<file path="src/rtl/fm_pkg.sv">
// Shared types for the FM demodulator acquisition/tracking sequencer.
package fm_pkg;

    typedef enum logic [2:0] {
        ST_IDLE    = 3'd0,
        ST_FLUSH   = 3'd1,
        ST_ACQUIRE = 3'd2,
        ST_TRACK   = 3'd3,
        ST_RETRY   = 3'd4
    } fm_state_e;

    typedef logic signed [31:0] sample_t;

endpackage

</file>
<file path="src/rtl/fm_demod_seq_lock_window.sv">
// Min/max tracker over fixed windows of fm samples; flags window end and
// whether the spread stayed within the lock threshold.
module fm_lock_window
    import fm_pkg::*;
#(
    parameter int WIN_LOG2 = 10
) (
    input  logic        clk,
    input  logic        reset,
    input  logic        clear,
    input  logic [31:0] fm,
    input  logic [31:0] thresh,
    output logic        win_done,
    output logic        win_good
);

    logic [WIN_LOG2-1:0] cnt_q, cnt_d;
    sample_t             min_q, min_d, max_q, max_d, fm_s;
    logic [32:0]         spread;

    always_comb begin
        fm_s  = sample_t'(fm);
        cnt_d = clear ? '0 : cnt_q + WIN_LOG2'(1);
        min_d = min_q;
        max_d = max_q;
        if (cnt_q == '0 || fm_s < min_q) min_d = fm_s;
        if (cnt_q == '0 || fm_s > max_q) max_d = fm_s;
        // 33-bit difference so full-scale extremes cannot wrap
        spread   = {max_d[31], max_d} - {min_d[31], min_d};
        win_done = !clear && (&cnt_q);
        win_good = spread <= {1'b0, thresh};
    end

    always_ff @(posedge clk or posedge reset) begin
        if (reset) begin
            cnt_q <= '0;
            min_q <= '0;
            max_q <= '0;
        end else begin
            cnt_q <= cnt_d;
            min_q <= min_d;
            max_q <= max_d;
        end
    end

endmodule

</file>
<file path="src/rtl/fm_demod_seq.sv">
// Acquisition/tracking sequencer for the FM demodulator software-PLL:
// flush, acquire with wide gain, track with narrow gain, retry with bias sweep.
module fm_demod_seq
    import fm_pkg::*;
#(
    parameter int WIN_LOG2         = 10,
    parameter int LOCK_WINS        = 4,
    parameter int UNLOCK_WINS      = 2,
    parameter int ACQ_TIMEOUT_WINS = 64,
    parameter int RST_CYCLES       = 4
) (
    input  logic        clk,
    input  logic        reset,
    input  logic        enable,
    input  logic [31:0] cfg_bias,
    input  logic [31:0] cfg_bias_step,
    input  logic [7:0]  cfg_sweep_max,
    input  logic [31:0] cfg_gain_acq,
    input  logic [31:0] cfg_gain_trk,
    input  logic [31:0] cfg_lock_thresh,
    input  logic [31:0] fm,
    output logic        dp_reset,
    output logic        dp_run,
    output logic [31:0] vco_gain,
    output logic [31:0] vco_bias,
    output logic        locked,
    output logic [2:0]  state_o,
    output logic [7:0]  retries
);

    localparam logic [7:0]  FLUSH_LAST  = 8'(RST_CYCLES - 1);
    localparam logic [7:0]  LOCK_LAST   = 8'(LOCK_WINS - 1);
    localparam logic [7:0]  UNLOCK_LAST = 8'(UNLOCK_WINS - 1);
    localparam logic [15:0] TO_LAST     = 16'(ACQ_TIMEOUT_WINS - 1);

    fm_state_e   state_q, state_d;
    logic [7:0]  flush_q, flush_d, good_q, good_d, bad_q, bad_d;
    logic [7:0]  sweep_q, sweep_d, retries_q, retries_d;
    logic [15:0] win_q, win_d;
    logic [31:0] bias_q, bias_d, gain_q, gain_d;
    logic        dp_reset_q, dp_reset_d, dp_run_q, dp_run_d;
    logic        locked_q, locked_d;
    logic [8:0]  idx_inc;
    logic        win_clear, win_done, win_good;

    assign win_clear = (state_q != ST_ACQUIRE) && (state_q != ST_TRACK);

    fm_lock_window #(.WIN_LOG2(WIN_LOG2)) u_win (
        .clk      (clk),
        .reset    (reset),
        .clear    (win_clear),
        .fm       (fm),
        .thresh   (cfg_lock_thresh),
        .win_done (win_done),
        .win_good (win_good)
    );

    always_comb begin
        state_d   = state_q;
        flush_d   = flush_q;
        good_d    = good_q;
        bad_d     = bad_q;
        win_d     = win_q;
        sweep_d   = sweep_q;
        retries_d = retries_q;
        bias_d    = bias_q;
        gain_d    = gain_q;
        idx_inc   = {1'b0, sweep_q} + 9'd1;

        unique case (state_q)
            ST_IDLE: begin
                if (enable) begin
                    state_d   = ST_FLUSH;
                    bias_d    = cfg_bias;
                    sweep_d   = '0;
                    retries_d = '0;
                end
            end
            ST_FLUSH: begin
                if (flush_q == FLUSH_LAST) state_d = ST_ACQUIRE;
                else flush_d = flush_q + 8'd1;
            end
            ST_ACQUIRE: begin
                if (win_done) begin
                    win_d  = win_q + 16'd1;
                    good_d = win_good ? good_q + 8'd1 : '0;
                    // lock outranks timeout on the same window end
                    if (win_good && good_q == LOCK_LAST) state_d = ST_TRACK;
                    else if (win_q == TO_LAST) state_d = ST_RETRY;
                end
            end
            ST_TRACK: begin
                if (win_done) begin
                    if (win_good) bad_d = '0;
                    else if (bad_q == UNLOCK_LAST) state_d = ST_RETRY;
                    else bad_d = bad_q + 8'd1;
                end
            end
            ST_RETRY: state_d = ST_FLUSH;
            default:  state_d = ST_IDLE;
        endcase

        if (!enable) state_d = ST_IDLE;

        if (state_d == ST_FLUSH && state_q != ST_FLUSH) begin
            flush_d = '0;
            win_d   = '0;
            good_d  = '0;
            gain_d  = cfg_gain_acq;
        end
        if (state_d == ST_TRACK && state_q != ST_TRACK) begin
            bad_d  = '0;
            gain_d = cfg_gain_trk;
        end
        if (state_d == ST_RETRY && state_q != ST_RETRY) begin
            if (retries_q != 8'hFF) retries_d = retries_q + 8'd1;
            if (idx_inc > {1'b0, cfg_sweep_max}) begin
                sweep_d = '0;
                bias_d  = cfg_bias;
            end else begin
                sweep_d = idx_inc[7:0];
                bias_d  = bias_q + cfg_bias_step;
            end
        end

        dp_reset_d = (state_d == ST_IDLE) || (state_d == ST_FLUSH);
        dp_run_d   = (state_d == ST_ACQUIRE) || (state_d == ST_TRACK);
        locked_d   = (state_d == ST_TRACK);
    end

    always_ff @(posedge clk or posedge reset) begin
        if (reset) begin
            state_q    <= ST_IDLE;
            flush_q    <= '0;
            good_q     <= '0;
            bad_q      <= '0;
            win_q      <= '0;
            sweep_q    <= '0;
            retries_q  <= '0;
            bias_q     <= '0;
            gain_q     <= '0;
            dp_reset_q <= 1'b1;
            dp_run_q   <= 1'b0;
            locked_q   <= 1'b0;
        end else begin
            state_q    <= state_d;
            flush_q    <= flush_d;
            good_q     <= good_d;
            bad_q      <= bad_d;
            win_q      <= win_d;
            sweep_q    <= sweep_d;
            retries_q  <= retries_d;
            bias_q     <= bias_d;
            gain_q     <= gain_d;
            dp_reset_q <= dp_reset_d;
            dp_run_q   <= dp_run_d;
            locked_q   <= locked_d;
        end
    end

    assign dp_reset = dp_reset_q;
    assign dp_run   = dp_run_q;
    assign vco_gain = gain_q;
    assign vco_bias = bias_q;
    assign locked   = locked_q;
    assign state_o  = state_q;
    assign retries  = retries_q;

endmodule

</file>
<file path="config.mk">
export PLATFORM = sky130hd
export DESIGN_NAME = fm_demod_seq
export DESIGN_NICKNAME = d
export VERILOG_FILES = /design/src/rtl/fm_pkg.sv /design/src/rtl/fm_demod_seq_lock_window.sv /design/src/rtl/fm_demod_seq.sv
export SDC_FILE = /design/constraint.sdc
export NUM_CORES = 1
export LEC_CHECK = 0
export ABC_AREA = 1
export CORE_MARGIN = 3
export CORE_UTILIZATION = 54
export CTS_BUF_LIST = sky130_fd_sc_hd__clkbuf_16
export CTS_CLUSTER_SIZE = 8
export DETAILED_ROUTE_END_ITERATION = 12
export PLACE_DENSITY = 0.89
export SETUP_SLACK_MARGIN = 0.15
export SLEW_MARGIN = 20
export SYNTH_ARGS = -nofsm -noshare
export SYNTH_HDL_FRONTEND = slang
export SYNTH_SLANG_ARGS = --single-unit
</file>
<file path="constraint.sdc">
create_clock -name clk -period 9.2 [get_ports clk]
set_input_delay 1.84 -clock clk [delete_from_list [all_inputs] [get_ports clk]]
set_output_delay 1.84 -clock clk [all_outputs]
set_load 0.03 [all_outputs]
</file>
==> impl_results.rst <==
.. list-table::
   :header-rows: 1

   * - Metric
     - Value
   * - Run status
     - finished, final reports clean
   * - Overflow left after global routing
     - 0
   * - Via density per instance
     - 5.76
   * - Mapped Area
     - between 15,000 and 20,000 sq um
   * - Share of total power consumed by net switching
     - about 43%
   * - Least-Margin Pin Slew
     - 1.00 ns
   * - Most repeated library cell on the critical path
     - sky130_fd_sc_hd__nand2_1
   * - Kind of critical path
     - in2reg
   * - DRT antenna net count
     - 0
   * - Count of final setup violators
     - 0
   * - Count of routing violations after the opening detailed-route iteration
     - roughly 1,600
   * - Clock sink total
     - 200
   * - Reg2Reg Depth
     - 54
   * - Hold buffers post-CTS
     - 0
   * - Cell at the root of the clock tree
     - sky130_fd_sc_hd__clkbuf_16
   * - Critical Path Start Type
     - primary input
   * - Buf/Inv on CP
     - 6
   * - Flop pwr share
     - 30.0%
   * - Class of the worst hold path
     - reg2reg
   * - Clk_lat worst skew
     - 0.46 ns
   * - Setup TNS after final layout
     - 0 ns
   * - Max rail drop VDD
     - 0.000135 V
   * - Cell Pwr Density
     - 186 nW/um^2
   * - DIE HEIGHT
     - 175 microns
   * - Detailed-route DRC error count
     - 0
   * - Hpwl dp
     - roughly 36,000 microns
   * - Main flop type after synthesis
     - sky130_fd_sc_hd__dfrtp_1
   * - Share of the yosys chip area belonging to registers
     - 32.3%
   * - H-tree levels
     - 4
   * - Fmax achieved
     - 117 MHz
   * - CP max-delay cell
     - sky130_fd_sc_hd__clkdlybuf4s50_1
   * - Data required time at the worst endpoint
     - around 9.5 ns
   * - Maximum fanout along the worst path
     - 38
   * - Area of the core region
     - roughly 28,000 sq um
   * - Count of unique library cells instantiated by Yosys
     - 54
   * - Biggest cell delay along the critical path
     - 0.49 ns
   * - Antenna violations before repair
     - 2
   * - Mean post-synth cell area
     - about 7.3 sq um
   * - Pre-antenna DRT Iters
     - 6
   * - Layout cell share with drive strength beyond 1
     - 5.40%
   * - Leakage Power
     - 10.1 nW
   * - Last weighted congestion value of the routability-driven placer
     - 0.967
   * - Final cycle utilization of the critical path
     - 92.6%
   * - Combinational group share of total power
     - 47.6%
   * - Total number of cells along the worst setup path
     - 54
   * - Register-to-register path setup slack
     - 2.20 ns
   * - Inserted Clock Buffers
     - 17
   * - Number of standard-cell rows in the floorplan
     - 61
   * - Area added between synthesis and finish
     - 27.3%
   * - Maximum number of pins on one net before global-route repair
     - 126
   * - Top-level I/O count
     - 281
   * - Maximum clock path buffer count
     - 2
   * - DIE WIDTH
     - 175 microns
   * - Total chip power
     - 3.67 mW
   * - Psw
     - between 1.5 and 2 mW
   * - Number of warnings reported in the yosys synthesis log
     - 0
   * - Final #Nets
     - 2,774
   * - Crit. End Element
     - register
   * - Worst flop-to-flop path endpoint
     - vco_bias[21]$_DFFE_PP0P_
   * - Overall global routing resource usage
     - 30.0%
   * - Cell-internal power
     - 2.08 mW
   * - Launching instance or port of the critical path
     - fm[1]
   * - Unrepaired setup endpoints after global routing
     - yes
   * - Asr flop ratio synth
     - 100%
   * - Hold path depth
     - 1
   * - Final min period
     - 8.52 ns
   * - Rel. slew slack
     - between 30% and 40%
   * - Vias in the first global route
     - 15,900
   * - Hold Violations, Final
     - 0
   * - Part of the total power dissipated in the clock network
     - between 20% and 30%
   * - Number of maximum-capacitance constraint violations
     - 0
   * - Clock-pin slew reported for the worst setup and hold paths after clock tree synthesis
     - 0.08 ns
   * - #FFs+latches synth
     - 200
   * - Worst path top cell family by delay
     - simple AND/OR/NAND/NOR gates
   * - Final WL
     - between 40,000 and 50,000 microns
   * - Die area
     - 30,700 sq um
   * - Routed via count
     - 16,000
   * - Number of port buffers
     - 280
   * - Capturing element of the worst setup path
     - vco_bias[21]$_DFFE_PP0P_
   * - Final Slew Violations
     - 0
   * - Clock tree from TritonCTS
     - yes
   * - Beginning of the worst register-to-register path
     - u_win.min_q[3]$_DFF_PP0_
   * - Count of flip-flops with a built-in enable after synthesis
     - 0
   * - Initial standard-cell utilization of the core
     - 55.3%
   * - Data arrival, critical path
     - 8.86 ns
   * - Layout Skew
     - ~0.023 ns
   * - Global-route wire length before repair
     - ~76,000 microns
   * - Post-DR wirelength/cell
     - 17.3 microns
   * - Synthesized instance count
     - between 2,000 and 2,500
   * - Total of fill cells in the finished design
     - about 2,100
   * - Syn Nets
     - 2,491
==> layout by cell type (no fill, tap or decap), types with 4 or more instances in the layout <==
cell	netlist	layout
sky130_fd_sc_hd__inv_1	336	334
sky130_fd_sc_hd__a21oi_1	125	123
sky130_fd_sc_hd__o21ai_1	5	8
sky130_fd_sc_hd__clkbuf_16	0	18
sky130_fd_sc_hd__buf_4	4	36
sky130_fd_sc_hd__nand2_1	478	476
sky130_fd_sc_hd__a21o_1	4	4
sky130_fd_sc_hd__clkinv_8	0	5
sky130_fd_sc_hd__nor3_1	40	39
sky130_fd_sc_hd__o31ai_1	5	4
sky130_fd_sc_hd__a31oi_1	6	6
sky130_fd_sc_hd__inv_12	0	4
sky130_fd_sc_hd__xor2_1	54	54
sky130_fd_sc_hd__a211oi_1	6	5
sky130_fd_sc_hd__o211ai_1	6	6
sky130_fd_sc_hd__nand2_2	5	6
sky130_fd_sc_hd__xnor2_1	30	30
sky130_fd_sc_hd__or2_2	4	4
sky130_fd_sc_hd__clkdlybuf4s50_1	0	280
sky130_fd_sc_hd__nand3_1	160	160
sky130_fd_sc_hd__o22ai_1	7	7
sky130_fd_sc_hd__buf_12	0	10
sky130_fd_sc_hd__nor3b_1	4	4
sky130_fd_sc_hd__nor2_1	129	129
sky130_fd_sc_hd__inv_2	7	7
sky130_fd_sc_hd__dfrtp_1	199	199
sky130_fd_sc_hd__ha_1	175	174
sky130_fd_sc_hd__nor4_1	10	9
sky130_fd_sc_hd__o21bai_1	4	4
sky130_fd_sc_hd__o21ai_0	85	82
sky130_fd_sc_hd__nand4_1	119	119
==> how the worst min path moves through the flow <==
stage | from | end | slack [ns]
global placement | u_win.cnt_q[0]$_DFF_PP0_ | u_win.cnt_q[0]$_DFF_PP0_ | 0.47
detailed placement | u_win.cnt_q[0]$_DFF_PP0_ | u_win.cnt_q[0]$_DFF_PP0_ | 0.48
CTS | u_win.cnt_q[0]$_DFF_PP0_ | u_win.cnt_q[0]$_DFF_PP0_ | 0.49
finish | u_win.cnt_q[0]$_DFF_PP0_ | u_win.cnt_q[0]$_DFF_PP0_ | 0.49
floorplan | u_win.cnt_q[0]$_DFF_PP0_ | u_win.cnt_q[0]$_DFF_PP0_ | 0.45
global route | vco_gain[23]$_DFFE_PP0P_ | vco_gain[23]$_DFFE_PP0P_ | 0.54
==> layout make-up <==
type                    instances  area, sq um  area share, %
multi-input cells            1502         8950           45.4
flip-flops and latches        200         5010           25.4
repair buffers                328         3310           16.8
inverters                     345         1310           6.64
well taps                     378          473           2.40
clock buffers                  17          425           2.16
clock inverters                15          224           1.14
diodes                          2         5.00         0.0254
==> metrics by stage <==
step	hold slack (ns)	cells	cell area, sq um	setup slack (ns)	utilization [%]
detailed placement	0.475	2743	18800	-0.266	67.3
global route	0.544	2787	19700	0.118	70.3
floorplan	0.455	2111	15500	1.30	-
global placement	0.473	2743	18800	0.104	67.3
finish	0.490	2787	19700	0.679	70.3
CTS	0.487	2775	19500	0.180	69.6
==> cell usage after synthesis (3+ instances only) <==
master	instances	area, sq um
sky130_fd_sc_hd__nand2_1	478	1790
sky130_fd_sc_hd__inv_1	336	1260
sky130_fd_sc_hd__dfrtp_1	199	4980
sky130_fd_sc_hd__ha_1	175	2190
sky130_fd_sc_hd__nand3_1	160	801
sky130_fd_sc_hd__nor2_1	129	484
sky130_fd_sc_hd__a21oi_1	125	626
sky130_fd_sc_hd__nand4_1	119	744
sky130_fd_sc_hd__o21ai_0	85	425
sky130_fd_sc_hd__xor2_1	54	473
sky130_fd_sc_hd__nor3_1	40	200
sky130_fd_sc_hd__clkbuf_1	37	139
sky130_fd_sc_hd__xnor2_1	30	263
sky130_fd_sc_hd__buf_2	16	80.1
sky130_fd_sc_hd__nor4_1	10	62.6
sky130_fd_sc_hd__inv_2	7	26.3
sky130_fd_sc_hd__o22ai_1	7	43.8
sky130_fd_sc_hd__a211oi_1	6	45.0
sky130_fd_sc_hd__a31oi_1	6	37.5
sky130_fd_sc_hd__o211ai_1	6	45.0
sky130_fd_sc_hd__nand2_2	5	31.3
sky130_fd_sc_hd__o21ai_1	5	25.0
sky130_fd_sc_hd__o31ai_1	5	37.5
sky130_fd_sc_hd__a21boi_0	4	30.0
sky130_fd_sc_hd__a21o_1	4	30.0
sky130_fd_sc_hd__buf_4	4	30.0
sky130_fd_sc_hd__buf_6	4	45.0
sky130_fd_sc_hd__nor3b_1	4	30.0
sky130_fd_sc_hd__o21bai_1	4	30.0
sky130_fd_sc_hd__or2_2	4	25.0
sky130_fd_sc_hd__buf_1	3	11.3
sky130_fd_sc_hd__nand3b_1	3	22.5
sky130_fd_sc_hd__nor2_4	3	33.8
sky130_fd_sc_hd__o21a_1	3	22.5
==> state kept, by name (all words and copies together), names as in the netlist <==
register	count
bad_q	8
dp_reset	1
dp_run	1
flush_q	8
good_q	8
locked	1
retries	8
state_o	3
sweep_q	8
u_win.cnt_q	10
u_win.max_q	32
u_win.min_q	32
vco_bias	32
vco_gain	32
win_q	16
==> power groups by stage <==
stage	Clock (mW)	Combinational (mW)	Sequential, mW
5_1_grt	0.864	1.91	1.11
6_report	0.821	1.75	1.10
2_1_floorplan	0	0.919	1.27
3_3_place_gp	0	1.63	1.11
3_5_place_dp	0	1.68	1.11
4_1_cts	0.826	1.69	1.10
==> repair_timing <==
| item | in CTS | in global routing |
|---|---|---|
| pin swaps | 0 | 5 |
| buffers inserted | 0 | 9 |
| hold endpoints to repair | 0 | 0 |
| gates cloned | 0 | 1 |
| setup endpoints to repair | 1 | 102 |
| gates resized for setup | 1 | 27 |
==> cell families after synthesis <==
logic type,share of synthesized area [%]
xor gates and xnor gates,4.75
buffers and inverters,10.4
DFF,32.3
adders and majority gates,14.4
AOI/OAI and AO/OA,9.75
and+or+nand+nor,28.4
==> routing by layer <==
metal / share of wire (%) / up-vias / global-route usage, %
met2: 48 / 833 / 50.5
met4: 4.3 / 0 / 13.4
li1: - / 7544 / -
met1: 40 / 7519 / 37.9
met5: 0 / - / 0
met3: 8.0 / 153 / 5.06
(Power assumes the default switching activity.)
